File: src/rtl/rectangle_pkg.sv
// Shared constants, S-box tables, state encoding and the row-shift helper for
// the RECTANGLE decryption core.
package rectangle_pkg;

    localparam int DEFAULT_ROUNDS = 25;

    // Rotation amounts that undo the encryption ShiftRow (rotl 1/12/13).
    localparam int ROW1_SHIFT = 1;
    localparam int ROW2_SHIFT = 12;
    localparam int ROW3_SHIFT = 13;

    localparam logic [3:0] INV_SBOX [16] = '{
        4'h9, 4'h4, 4'hF, 4'hA, 4'hE, 4'h1, 4'h0, 4'h6,
        4'hC, 4'h7, 4'h3, 4'h8, 4'h2, 4'hB, 4'h5, 4'hD
    };

    localparam logic [3:0] SBOX [16] = '{
        4'h6, 4'h5, 4'hC, 4'hA, 4'h1, 4'hE, 4'h7, 4'h9,
        4'hB, 4'h0, 4'h3, 4'hD, 4'h8, 4'hF, 4'h4, 4'h2
    };

    typedef enum logic [1:0] {
        IDLE  = 2'd0,
        ROUND = 2'd1,
        DONE  = 2'd2
    } dec_state_e;

    function automatic logic [15:0] rotr16(input logic [15:0] x, input int unsigned r);
        return (x >> r) | (x << (16 - r));
    endfunction

    function automatic logic [63:0] inv_shift_row(input logic [63:0] s);
        return {rotr16(s[63:48], ROW3_SHIFT),
                rotr16(s[47:32], ROW2_SHIFT),
                rotr16(s[31:16], ROW1_SHIFT),
                s[15:0]};
    endfunction

endpackage

File: src/rtl/sbox_inv.sv
// 4-bit combinational RECTANGLE inverse S-box (one column nibble, row0 = LSB).
module sbox_inv
    import rectangle_pkg::*;
(
    input  logic [3:0] din,
    output logic [3:0] dout
);

    assign dout = INV_SBOX[din];

endmodule

File: src/rtl/rectangle_dec_core.sv
// Iterative RECTANGLE decryption: one inverse round per clock, keys fetched by index.
// Optional macro RECT_DEC_FLUSH_EN adds an i_flush input that aborts any operation.
module rectangle_dec_core
    import rectangle_pkg::*;
#(
    parameter int ROUNDS = DEFAULT_ROUNDS,
    parameter int IDX_W  = 5
) (
    input  logic             clk,
    input  logic             rst_n,
`ifdef RECT_DEC_FLUSH_EN
    input  logic             i_flush,
`endif
    input  logic             i_s_valid,
    output logic             o_s_ready,
    input  logic [63:0]      iv_ct,
    output logic [IDX_W-1:0] ov_rk_idx,
    input  logic [63:0]      iv_rk,
    output logic             o_m_valid,
    input  logic             i_m_ready,
    output logic [63:0]      ov_pt
);

    dec_state_e       state_reg, state_next;
    logic [IDX_W-1:0] cnt_reg, cnt_next;
    logic [63:0]      blk_reg, blk_next;
    logic [63:0]      pt_reg, pt_next;

    logic [63:0]      shifted;
    logic [63:0]      sub_out;
    logic [63:0]      round_out;
    logic [3:0]       sub_col [16];

    assign shifted = inv_shift_row(blk_reg);

    // Each column gathers one bit from every row; the substituted nibble is
    // scattered back to the same bit position of each row.
    generate
        for (genvar gi = 0; gi < 16; gi++) begin : g_col
            sbox_inv u_sbox_inv (
                .din  ({shifted[48+gi], shifted[32+gi], shifted[16+gi], shifted[gi]}),
                .dout (sub_col[gi])
            );
            assign sub_out[gi]    = sub_col[gi][0];
            assign sub_out[16+gi] = sub_col[gi][1];
            assign sub_out[32+gi] = sub_col[gi][2];
            assign sub_out[48+gi] = sub_col[gi][3];
        end
    endgenerate

    assign round_out = sub_out ^ iv_rk;

    always_comb begin
        state_next = state_reg;
        cnt_next   = cnt_reg;
        blk_next   = blk_reg;
        pt_next    = pt_reg;
        case (state_reg)
            IDLE: begin
                if (i_s_valid) begin
                    blk_next   = iv_ct ^ iv_rk;
                    cnt_next   = IDX_W'(ROUNDS - 1);
                    state_next = ROUND;
                end
            end
            ROUND: begin
                blk_next = round_out;
                if (cnt_reg == '0) begin
                    pt_next    = round_out;
                    state_next = DONE;
                end else begin
                    cnt_next = cnt_reg - 1'b1;
                end
            end
            DONE: begin
                if (i_m_ready) begin
                    state_next = IDLE;
                end
            end
            default: begin
                state_next = IDLE;
            end
        endcase
`ifdef RECT_DEC_FLUSH_EN
        // Flush wins over everything; an in-flight result never reaches ov_pt.
        if (i_flush) begin
            state_next = IDLE;
            cnt_next   = '0;
            pt_next    = pt_reg;
        end
`endif
    end

    always_ff @(posedge clk or negedge rst_n) begin
        if (!rst_n) begin
            state_reg <= IDLE;
            cnt_reg   <= '0;
            blk_reg   <= '0;
            pt_reg    <= '0;
        end else begin
            state_reg <= state_next;
            cnt_reg   <= cnt_next;
            blk_reg   <= blk_next;
            pt_reg    <= pt_next;
        end
    end

    always_comb begin
        o_s_ready = 1'b0;
        o_m_valid = 1'b0;
        ov_rk_idx = '0;
        case (state_reg)
            IDLE: begin
                o_s_ready = 1'b1;
                ov_rk_idx = IDX_W'(ROUNDS);
            end
            ROUND: begin
                ov_rk_idx = cnt_reg;
            end
            DONE: begin
                o_m_valid = 1'b1;
            end
            default: begin
                ov_rk_idx = '0;
            end
        endcase
    end

    assign ov_pt = pt_reg;

endmodule

File: config.mk
export PLATFORM = sky130hd
export DESIGN_NAME = rectangle_dec_core
export DESIGN_NICKNAME = d
export VERILOG_FILES = /design/src/rtl/rectangle_pkg.sv /design/src/rtl/sbox_inv.sv /design/src/rtl/rectangle_dec_core.sv
export SDC_FILE = /design/constraint.sdc
export NUM_CORES = 1
export LEC_CHECK = 0
export CAP_MARGIN = 20
export CORE_MARGIN = 10
export CORE_UTILIZATION = 35
export CTS_BUF_LIST = sky130_fd_sc_hd__clkbuf_8
export CTS_CLUSTER_SIZE = 30
export DETAILED_ROUTE_END_ITERATION = 8
export GPL_TIMING_DRIVEN = 0
export SYNTH_ARGS = -nofsm -noshare
export SYNTH_HDL_FRONTEND = slang
export SYNTH_HIERARCHICAL = 1
export SYNTH_SLANG_ARGS = --single-unit
File: constraint.sdc
create_clock -name clk -period 1.7 [get_ports clk]
set_input_delay 0.255 -clock clk [delete_from_list [all_inputs] [get_ports clk]]
set_output_delay 0.255 -clock clk [all_outputs]
set_load 0.05 [all_outputs]
==> flow_summary.toml <==
[yosys]
yosys.area.top_type_share_pct = 31.59
syn_inst = 1197
yosys-top-cells-count = "135 x dfrtp_1, 86 x inv_1, 72 x o21ai_1"
synth_edf_count = 0
synth.avg_cell_area_um2 = 8.935
syn_nets = 1392
yosysTopAreaCell = "dfrtp_1"
synth_cell_type_count = 52
ys_seq_area_share_pct = 31.59
ys_warn_count = 6
synth_area_um2 = 10700
ys_ff_latch = 135
ys.flop_type = "dfrtp_1"
yosysMostFrequentCell = "dfrtp_1"
synth_area_leaders = "dfrtp_1 32%, ha_1 7.4%, xnor2_1 5.2%, o2111ai_1 3.8%, o21ai_1 3.4%"
async_flop_share_pct = 100.0

[worst_hold_path]
hp-class = "primary input to asynchronous set/reset pin"

[clock_tree]
htreeDepth = 4
cts_sinks = 135
tritoncts = "built"
cts_buffers = 17
clkLatencyLatePin_ps = 480
cts.clk_slew.worst_paths_ps = 100
cts_buffer_depth = 2
cts_root_buf = "clkbuf_8"

[route]
post_drt_wl_per_cell_um = 23.33
vias_per_cell = 5.562
routed.top_layer = "met5"
routed_wl_um = 45780
first_pass_iters = 5
dr_wl_met3_um = 4076
met2_length_um = 22080
vias = 10910
wl_met1_um = 17780
postRouteAntennaNets = 0
drcViolationCount = 0
first_iter_violations = 832

[worst_setup_path]
cp-startpoint = "state_reg[1]"
r2r-start = "state_reg[1]"
crit_path_start_kind = "register"
worstPathMaxFanout = 7
r2r_end = "ov_pt[44]"
setup.worst_path.end_class = "output pin"
cp.arrival_ps = 1730
cp.required_ps = 1440
critPathKind = "register to output pin"
rrSetupSlack_ps = -190
reg2reg_depth = 9

[floorplan]
fp.dieH_um = 194.8
rows = 63
core_area_um2 = 29870
die_w_um = 194.8
io-pin-count = 203
start_util_pct = 35.80
dieArea_um2 = 37950

[cells_and_area]
final_util_pct = 56.87
fillers = 2531
drive_gt1_share_pct = 41.78
multi_input_area_um2 = 8167
area_delta_synth_final_pct = 58.87
register_area_um2 = 3411
layout.nets = 1745

[place]
routabilityCongestion = 0.9046
io_buffers = 202
hpwl_um = 30610

[status]
violations = "setup timing"
status = "finished, violations left"

[timing]
hold_violations = 0
setup_viol = 106
drv_slew = 0
tightest_slew_ps = 803.5
grt_setup_unrepaired = "yes"
fin_skew_ps = 19.85
worst_slack_ps = -282.3
fmax_mhz = 504.5
period_minus_slack_ps = 1982
final.period_utilization_pct = 116.6
max_slew_margin_pct = 46.43
hold_ws_ps = 291.7

[global_route]
grt_pass1_vias = 10810
grtUsageTotal_pct = 22.15
antenna_found_initial = 11
grt_max_degree = 87
grt_pass1_wl_um = 64850
gr-total-overflow = 0

[run]
cap_violations = 0
[kinds of logic after synthesis]
family          count (synthesis)  share of synthesized area [%]
fa+ha+maj                      63                          7.370
simple gates                  272                          15.35
flops                         135                          31.59
buf+inv                       182                          8.446
xor+xnor                       97                          7.943
mux                            49                          5.206
compound gates                399                          24.10
[metal layers]
metal	track usage, %	vias to the layer above
met5	0	-
met4	9.890	6
met3	7.348	111
met2	36.36	457
met1	25.71	5365
li1	-	4973
[timing repair]
action                                  CTS  global route
pin swaps                                51           101
hold endpoints to repair                 49             0
gates resized for setup                 506           318
endpoints found under the setup margin  202           160
hold buffers                              1             0
buffers inserted                         84            48
gates cloned                              7             1
[area by class of cell]
| class | count | share of cell area [%] |
|---|---|---|
| Sequential cell | 135 | 20.07 |
| Inverter | 101 | 2.474 |
| Antenna cell | 9 | 0.1325 |
| Multi-Input combinational cell | 880 | 48.06 |
| Tap cell | 390 | 2.872 |
| Clock inverter | 15 | 0.9867 |
| Buffer | 77 | 4.985 |
| Clock buffer | 17 | 1.377 |
| Timing Repair Buffer | 338 | 19.04 |
[worst max path at each step]
stage / to / cells past startpoint
floorplan: ov_rk_idx[3] / 4
global placement: ov_pt[5] / 1
detailed placement: o_m_valid / 6
CTS: ov_rk_idx[1] / 6
global route: ov_rk_idx[2] / 6
finish: ov_rk_idx[2] / 6
[critical path, stage by stage (launching register included)]
cell and delay [ps]:
dfrtp_2 490, buf_6 160, nor2b_4 120, buf_8 110
buf_8 80, and2_4 150, buf_8 140
[through the flow]
| step | cells | TNS, ps | instance area [µm²] | setup slack, ps |
|---|---|---|---|---|
| floorplan | 1197 | -808.0 | 10700 | -224.2 |
| global placement | 1789 | -832570 | 13210 | -5869 |
| detailed placement | 1790 | -44810 | 13240 | -1056 |
| CTS | 1911 | -5668 | 15680 | -315.5 |
| global route | 1957 | -14250 | 16980 | -311.4 |
| finish | 1962 | -6888 | 16990 | -282.3 |
[cell usage in the layout, fill, tap and decap left out, drive strengths merged, types with 47 or more instances in the layout]
master         instances
o2111ai               47
nand3b                47
o21ai                138
xnor2                 63
a21boi                47
inv                  106
ha                    63
dfrtp                135
clkbuf                67
buf                  186
nand2                 65
a21oi                 53
o211ai                48
nand2b                47
clkdlybuf4s50        130
Power is not shown: default switching activity piles up to over one toggle a cycle in this logic, so the estimate is an artifact.
